## config.mk

```make
export PLATFORM = sky130hd
export DESIGN_NAME = lfsr_dds_modulator
export DESIGN_NICKNAME = d
export VERILOG_FILES = /design/src/rtl/lfsr_dds_modulator.sv
export SDC_FILE = /design/constraint.sdc
export NUM_CORES = 1
export LEC_CHECK = 0
export ABC_AREA = 1
export CORE_MARGIN = 2
export CORE_UTILIZATION = 52
export DETAILED_ROUTE_END_ITERATION = 16
export GPL_ROUTABILITY_DRIVEN = 0
export PLACE_DENSITY_LB_ADDON = 0.15
export SYNTH_ARGS = -nofsm -noshare
export SYNTH_HDL_FRONTEND = slang
export SYNTH_SLANG_ARGS = --single-unit
```

## constraint.sdc

```tcl
create_clock -name clk -period 3 [get_ports clk]
set_input_delay 0.6 -clock clk [delete_from_list [all_inputs] [get_ports clk]]
set_output_delay 0.6 -clock clk [all_outputs]
set_load 0.05 [all_outputs]
```

## src/rtl/lfsr_dds_modulator.sv

```systemverilog
// ============================================================================
// Module   : lfsr_dds_modulator
// Purpose  : Single-clock DDS triangle-carrier generator with LFSR-keyed
//            modulation (none / ASK / FSK / BPSK). Samples are N-bit offset
//            binary (mid-scale = 2**(N-1)) and are always registered.
// Options  : FSK_EN - when defined, mod_sel=2'b10 selects tuning_word1 as the
//            phase increment while lfsr_out[0]=1. When undefined,
//            tuning_word1 is ignored and mod_sel=2'b10 is unmodulated.
// Ports    : clk          - fast clock, all state on posedge
//            reset        - asynchronous active-high reset
//            lfsr_tick    - one-cycle pulse, advances the LFSR one step
//            tuning_word0 - phase increment (carrier / FSK mark=0)
//            tuning_word1 - phase increment for FSK when lfsr_out[0]=1
//            mod_sel      - 00 none, 01 ASK, 10 FSK, 11 BPSK
//            sample_out   - modulated sample (registered)
//            sample_valid - high once the pipeline has filled after reset
//            carrier_out  - unmodulated triangle, aligned to sample_out
//            lfsr_out     - current LFSR state
// Revision : 1.0 - initial release
// ============================================================================
`default_nettype none

module lfsr_dds_modulator #(
  parameter int N                      = 12,
  parameter int ACC_W                  = 32,
  parameter int LFSR_W                 = 5,
  parameter logic [LFSR_W-1:0] LFSR_SEED = 5'b00001
) (
  input  logic              clk,
  input  logic              reset,
  input  logic              lfsr_tick,
  input  logic [ACC_W-1:0]  tuning_word0,
  input  logic [ACC_W-1:0]  tuning_word1,
  input  logic [1:0]        mod_sel,
  output logic [N-1:0]      sample_out,
  output logic              sample_valid,
  output logic [N-1:0]      carrier_out,
  output logic [LFSR_W-1:0] lfsr_out
);

  localparam logic [N-1:0] c_MID = {1'b1, {(N-1){1'b0}}};

  localparam logic [1:0] c_MOD_NONE = 2'b00;
  localparam logic [1:0] c_MOD_ASK  = 2'b01;
  localparam logic [1:0] c_MOD_FSK  = 2'b10;
  localparam logic [1:0] c_MOD_BPSK = 2'b11;

  logic [ACC_W-1:0]  r_acc;
  logic [N-1:0]      r_tri;
  logic [1:0]        r_fill;
  logic [LFSR_W-1:0] r_lfsr;

  logic [ACC_W-1:0]  w_tw;
  logic [N-1:0]      w_phase;
  logic [N-1:0]      w_sample;
  logic [LFSR_W-1:0] w_lfsr_next;

  // Phase increment selection
`ifdef FSK_EN
  assign w_tw = ((mod_sel == c_MOD_FSK) && r_lfsr[0]) ? tuning_word1 : tuning_word0;
`else
  assign w_tw = tuning_word0;
  wire w_unused_tw1 = ^tuning_word1;
`endif

  // Bits just below the half-period MSB; folding on the MSB gives a triangle
  assign w_phase = r_acc[ACC_W-2 -: N];

  generate
    if (ACC_W > N + 1) begin : g_unused_acc_lsb
      wire w_unused_acc_lsb = ^r_acc[ACC_W-N-2:0];
    end
  endgenerate

  // Fibonacci LFSR x^5+x^3+1. An all-zero state is a lock-up, so it is
  // reloaded with the seed on the next edge even without a tick.
  always_comb begin
    w_lfsr_next = r_lfsr;
    if (r_lfsr == '0) begin
      w_lfsr_next = LFSR_SEED;
    end else if (lfsr_tick) begin
      w_lfsr_next = {r_lfsr[LFSR_W-2:0], r_lfsr[4] ^ r_lfsr[2]};
    end
  end

  // Modulation applied to the registered triangle
  always_comb begin
    w_sample = r_tri;
    case (mod_sel)
      c_MOD_NONE: w_sample = r_tri;
      c_MOD_ASK:  w_sample = r_lfsr[0] ? r_tri : c_MID;
      c_MOD_FSK:  w_sample = r_tri;
      c_MOD_BPSK: w_sample = r_lfsr[0] ? r_tri : ~r_tri;
      default:    w_sample = r_tri;
    endcase
  end

  always_ff @(posedge clk or posedge reset) begin
    if (reset) begin
      r_acc       <= '0;
      r_tri       <= '0;
      sample_out  <= c_MID;
      carrier_out <= c_MID;
      r_fill      <= 2'd0;
      r_lfsr      <= LFSR_SEED;
    end else begin
      r_acc       <= r_acc + w_tw;
      r_tri       <= r_acc[ACC_W-1] ? ~w_phase : w_phase;
      carrier_out <= r_tri;
      sample_out  <= w_sample;
      // Saturating fill counter: valid once two edges have passed
      if (r_fill != 2'd2) begin
        r_fill <= r_fill + 2'd1;
      end
      r_lfsr      <= w_lfsr_next;
    end
  end

  assign sample_valid = r_fill[1];
  assign lfsr_out     = r_lfsr;

endmodule

`default_nettype wire

```

# Yosys cells after proc, flatten, opt, wreduce, memory -nomap -nowiden
# Index checks and enable logic that the tools add are counted.
[totals]
ff_bits = 75
latchBits = 0
ramBits = 0
romBits = 0
word_cells = 25
n_memories = 0
[op_classes]
add_sub_neg = 2
mul = 0
n_div = 0
n_lt_le_gt_ge = 0
eq_ne = 4
n_shift = 0
mux = 6
n_bitwise = 3
reduce_logical = 4
[op_table]
columns = ["operator", "n"]
rows = [
  ["12-bit two-way mux", 3],
  ["12-bit one-hot mux with 3 select lines", 1],
  ["32-bit adder", 1],
  ["12-bit NOT", 2],
  ["5-bit two-way mux", 2],
  ["5-bit zero test", 1],
  ["2-bit == test (second input constant)", 2],
  ["2-bit by 1-bit adder with 2-bit output (second input constant)", 1],
  ["2-bit by 1-bit == test with 1-bit output (second input constant)", 1],
  ["2-bit zero test", 1],
  ["2-bit inequality test (second input constant)", 1],
  ["2-bit nonzero test", 1],
  ["2-bit OR reduction", 1],
  ["1-bit XOR", 1],
]

# Logic depth before layout (Yosys ltp)
[logic_depth]
depth_word = 3
ltp_mapped = 12
depth_no_buf = 12

# Worst setup path after synthesis
# Ideal clock, no wire load.
[synth_path]
kind = "input -> register"
from = "in tuning_word0[0]"
to = "reg r_acc[28]"
setup_time_ns = 0.117
t_arrival_ns = 1.908
path_slack_ns = 0.975
stages = 12
path_buffers = 0
path_cell_list = "ha_1 -> fa_1 -> nand3_1 -> nand3_1 -> nand2_1 -> nand2_2 -> nand2_1 -> nand2_2 -> nand2_1 -> nand2_1 -> nand2_1 -> nand2_1"
[synth_between]
elab_chain_len = 1
[synth_lines]
columns = ["element", "line_no", "rtl"]
rows = [
  ["from (decl)", "32", "input logic [ACC_W-1:0] tuning_word0,"],
  ["32-bit adder", "107", "r_acc <= r_acc + w_tw;"],
  ["to (signal assigned)", "107", ""],
  ["to (decl)", "48", "logic [ACC_W-1:0] r_acc;"],
]
# Every way passes these cells.
# A chain may end at the register's enable or synchronous reset.

# Worst setup path in the final report
[layout_path]
from = "reg r_lfsr[0], in the netlist lfsr_out[0]"
to = "out lfsr_out[0]"
[layout_rtl]
columns = ["element", "line_no", "rtl"]
rows = [
  ["from (decl)", "51", "logic [LFSR_W-1:0] r_lfsr;"],
  ["from (signal assigned)", "115", "r_lfsr <= w_lfsr_next;"],
  ["to (decl)", "38", "output logic [LFSR_W-1:0] lfsr_out"],
]
# No word-level cell between the ends.

==> flow_summary.ini <==
[pwr]
p_clk_share_pct = 14.8
finalPower_mw = 6.89
p_leak_nw = 3.28
p_per_area_nw_per_um2 = 1180
seqPwrFrac_pct = 27.2
power.internal_mw = 3.57
switching_share_pct = 48.1
pwr-share-comb_pct = 58.0
p_sw_mw = 3.31
vdd.ir_drop.worst_uv = 437

[floorplanning]
coreArea_sq_um = 9110
ios = 99
die_area_sq_um = 10000
die_w_microns = 100
rows = 35
dieHeight_microns = 100
initial_core_util_pct = 52.7

[sta]
drv_slew = 0
tns_ns = 0
maxSlewHeadroom_pct = 55.5
setup_viol = 0
fmax_mhz = 390
period_minus_slack_ns = 2.57
hold_viol_final = 0
final.period_utilization_pct = 85.5
tightest_slew_ns = 0.664
fin_skew_ns = 0.0130
rsz0062_at_grt = no

[layout]
layout_commonest_cell = nand2_1
design_area_sq_um = 5860
layout_common_cells = 257 x nand2_1, 117 x inv_1, 72 x dfrtp_1
drive_above_1_share_pct = 4.48
diodes = 0
nets = 845
final_cells = 847
area_growth_pct = 22.1

[grt]
grt_pass1_wl_microns = 17600
grt_overflow = 0
antenna_found_initial = 0
grt_max_degree = 47
grt_usage_pct = 22.2
grt_pass1_vias = 3873

[synth]
synth_ff_type = dfrtp_1
synthesis.area_sq_um = 4800
async_reset_ff_share_pct = 100
yosys_register_bits = 75
synth_cell_types = 24
syn_nets = 772
syn-mean-instance-area_sq_um = 7.29
synth_edf_count = 0
ys_seq_area_share_pct = 39.2
yosysWarningCount = 0
syn_inst = 658

[setup_path]
cpPeakStageDelay_ns = 0.87
required_ns = 2.40
startpoint_type = flip-flop
crit_slowest_cell = clkdlybuf4s50_1
crit_type = flip-flop to output port
cp_max_fo = 16
cp-end-kind = output port
crit_chain = clkdlybuf4s50_1
critPathArrivalTime_ns = 1.97
path_delay_family = buffers and inverters
cp_num_buf_inv = 1

[clock_network]
hold_buffers = 0
clockRootBuffer = clkbuf_8
numCtsBuffers = 9
clk_path_buf_depth = 2
cts.repair.resized = 0
clk_pin_slew_worst_paths_ns = 0.08
tritoncts = built
post_cts.repair.setup_buffers = 0
clock-sinks = 75
clock_latency_ns = 0.36
htreeDepth = 3

[place]
dpl-instance-area_sq_um = 5600
place_inst = 831
port_buffers = 66
dp_hpwl_microns = 8190

[routing]
vias_per_cell = 5.01
firstDrtPassIters = 6
first_iter_violations = 218
route.detailed.drc = 0
wl_per_cell_microns = 12.5
drt_wl_total_microns = 10600
via_count = 4244
ant_nets = 0

[job]
cap_violations = 0

[hold_path]
worstHoldPathType = flip-flop to flip-flop

[outcome]
outcome = finished clean
[kinds of logic after synthesis]
logic type,after synthesis,share of synthesized area [%]
and+or+nand+nor,346,28.7
buffers and inverters,123,9.65
DFF,75,39.2
adders and majority gates,45,11.9
AOI/OAI and AO/OA,38,4.77
xor gates and xnor gates,29,5.29
muxes,2,0.469
[metal layers]
| layer | GRT usage [%] | part of all wire (%) | vias to the layer above |
|---|---|---|---|
| met3 | 4.60 | 7.0 | 22 |
| li1 | - | - | 2164 |
| met4 | 6.85 | 2.3 | 0 |
| met1 | 29.3 | 44 | 1916 |
| met2 | 37.0 | 47 | 142 |
| met5 | 0 | 0 | - |
[path summary, 6_finish.rpt]
| kind | start | endpoint | cells after the start | slack [ns] |
|---|---|---|---|---|
| setup / recovery | lfsr_out[0] | lfsr_out[0] | 1 | 0.43 |
| hold / removal | r_tri[1] | carrier_out[1] | 0 | 0.41 |
| setup reg to reg | r_acc[0] | r_acc[20] | 12 | 1.00 |
| hold reg to reg | r_tri[1] | carrier_out[1] | 0 | 0.41 |
| max in group asynchronous | reset | carrier_out[11] | 3 | 1.65 |
| min in group asynchronous | reset | r_fill[1] | 2 | 0.63 |
[final cells by class]
type | count | area (sq um)
clock buffer | 11 | 151
inverter | 118 | 443
sequential | 75 | 1880
clock inverter | 5 | 108
timing repair buffer | 67 | 681
tap | 111 | 139
multi-input combinational | 460 | 2450
fill | 816 | 3250
[state kept, by name, summed over array words and instances, names as in the netlist]
register and count:
r_acc 32, carrier_out 12, r_tri 12, sample_out 12, lfsr_out 5, r_fill 2
[power groups by stage]
stage               Sequential [mW]  Clock (mW)  Combinational (mW)
floorplan                      2.48           0                2.28
global placement               1.87           0                3.85
detailed placement             1.90           0                3.95
CTS                            1.88        1.03                3.98
global route                   1.94        1.08                4.45
finish                         1.88        1.02                3.99
[synth_stat cells (4+ instances only)]
cell type	n	share of area, %
clkbuf_1	4	0.31
nand4_1	4	0.52
o211ai_1	11	1.7
nand2_1	257	20
ha_1	44	11
nand2_2	8	1.0
dfrtp_1	72	38
nand3_1	28	2.9
nor3_1	5	0.52
a21oi_1	20	2.1
xor2_1	27	4.9
inv_1	118	9.2
nor2_1	42	3.3
[per-stage QoR]
| step | hold WS [ns] | worst slack, ns | utilization [%] |
|---|---|---|---|
| after global placement | 0.392 | 0.379 | 61.5 |
| after detailed placement | 0.396 | 0.364 | 61.5 |
| after floorplan | 0.375 | 0.495 | - |
| after CTS | 0.416 | 0.421 | 64.3 |
| final | 0.410 | 0.434 | 64.3 |
| after global routing | 0.431 | 0.372 | 64.3 |
No activity file was read; power rests on OpenSTA's default activity.
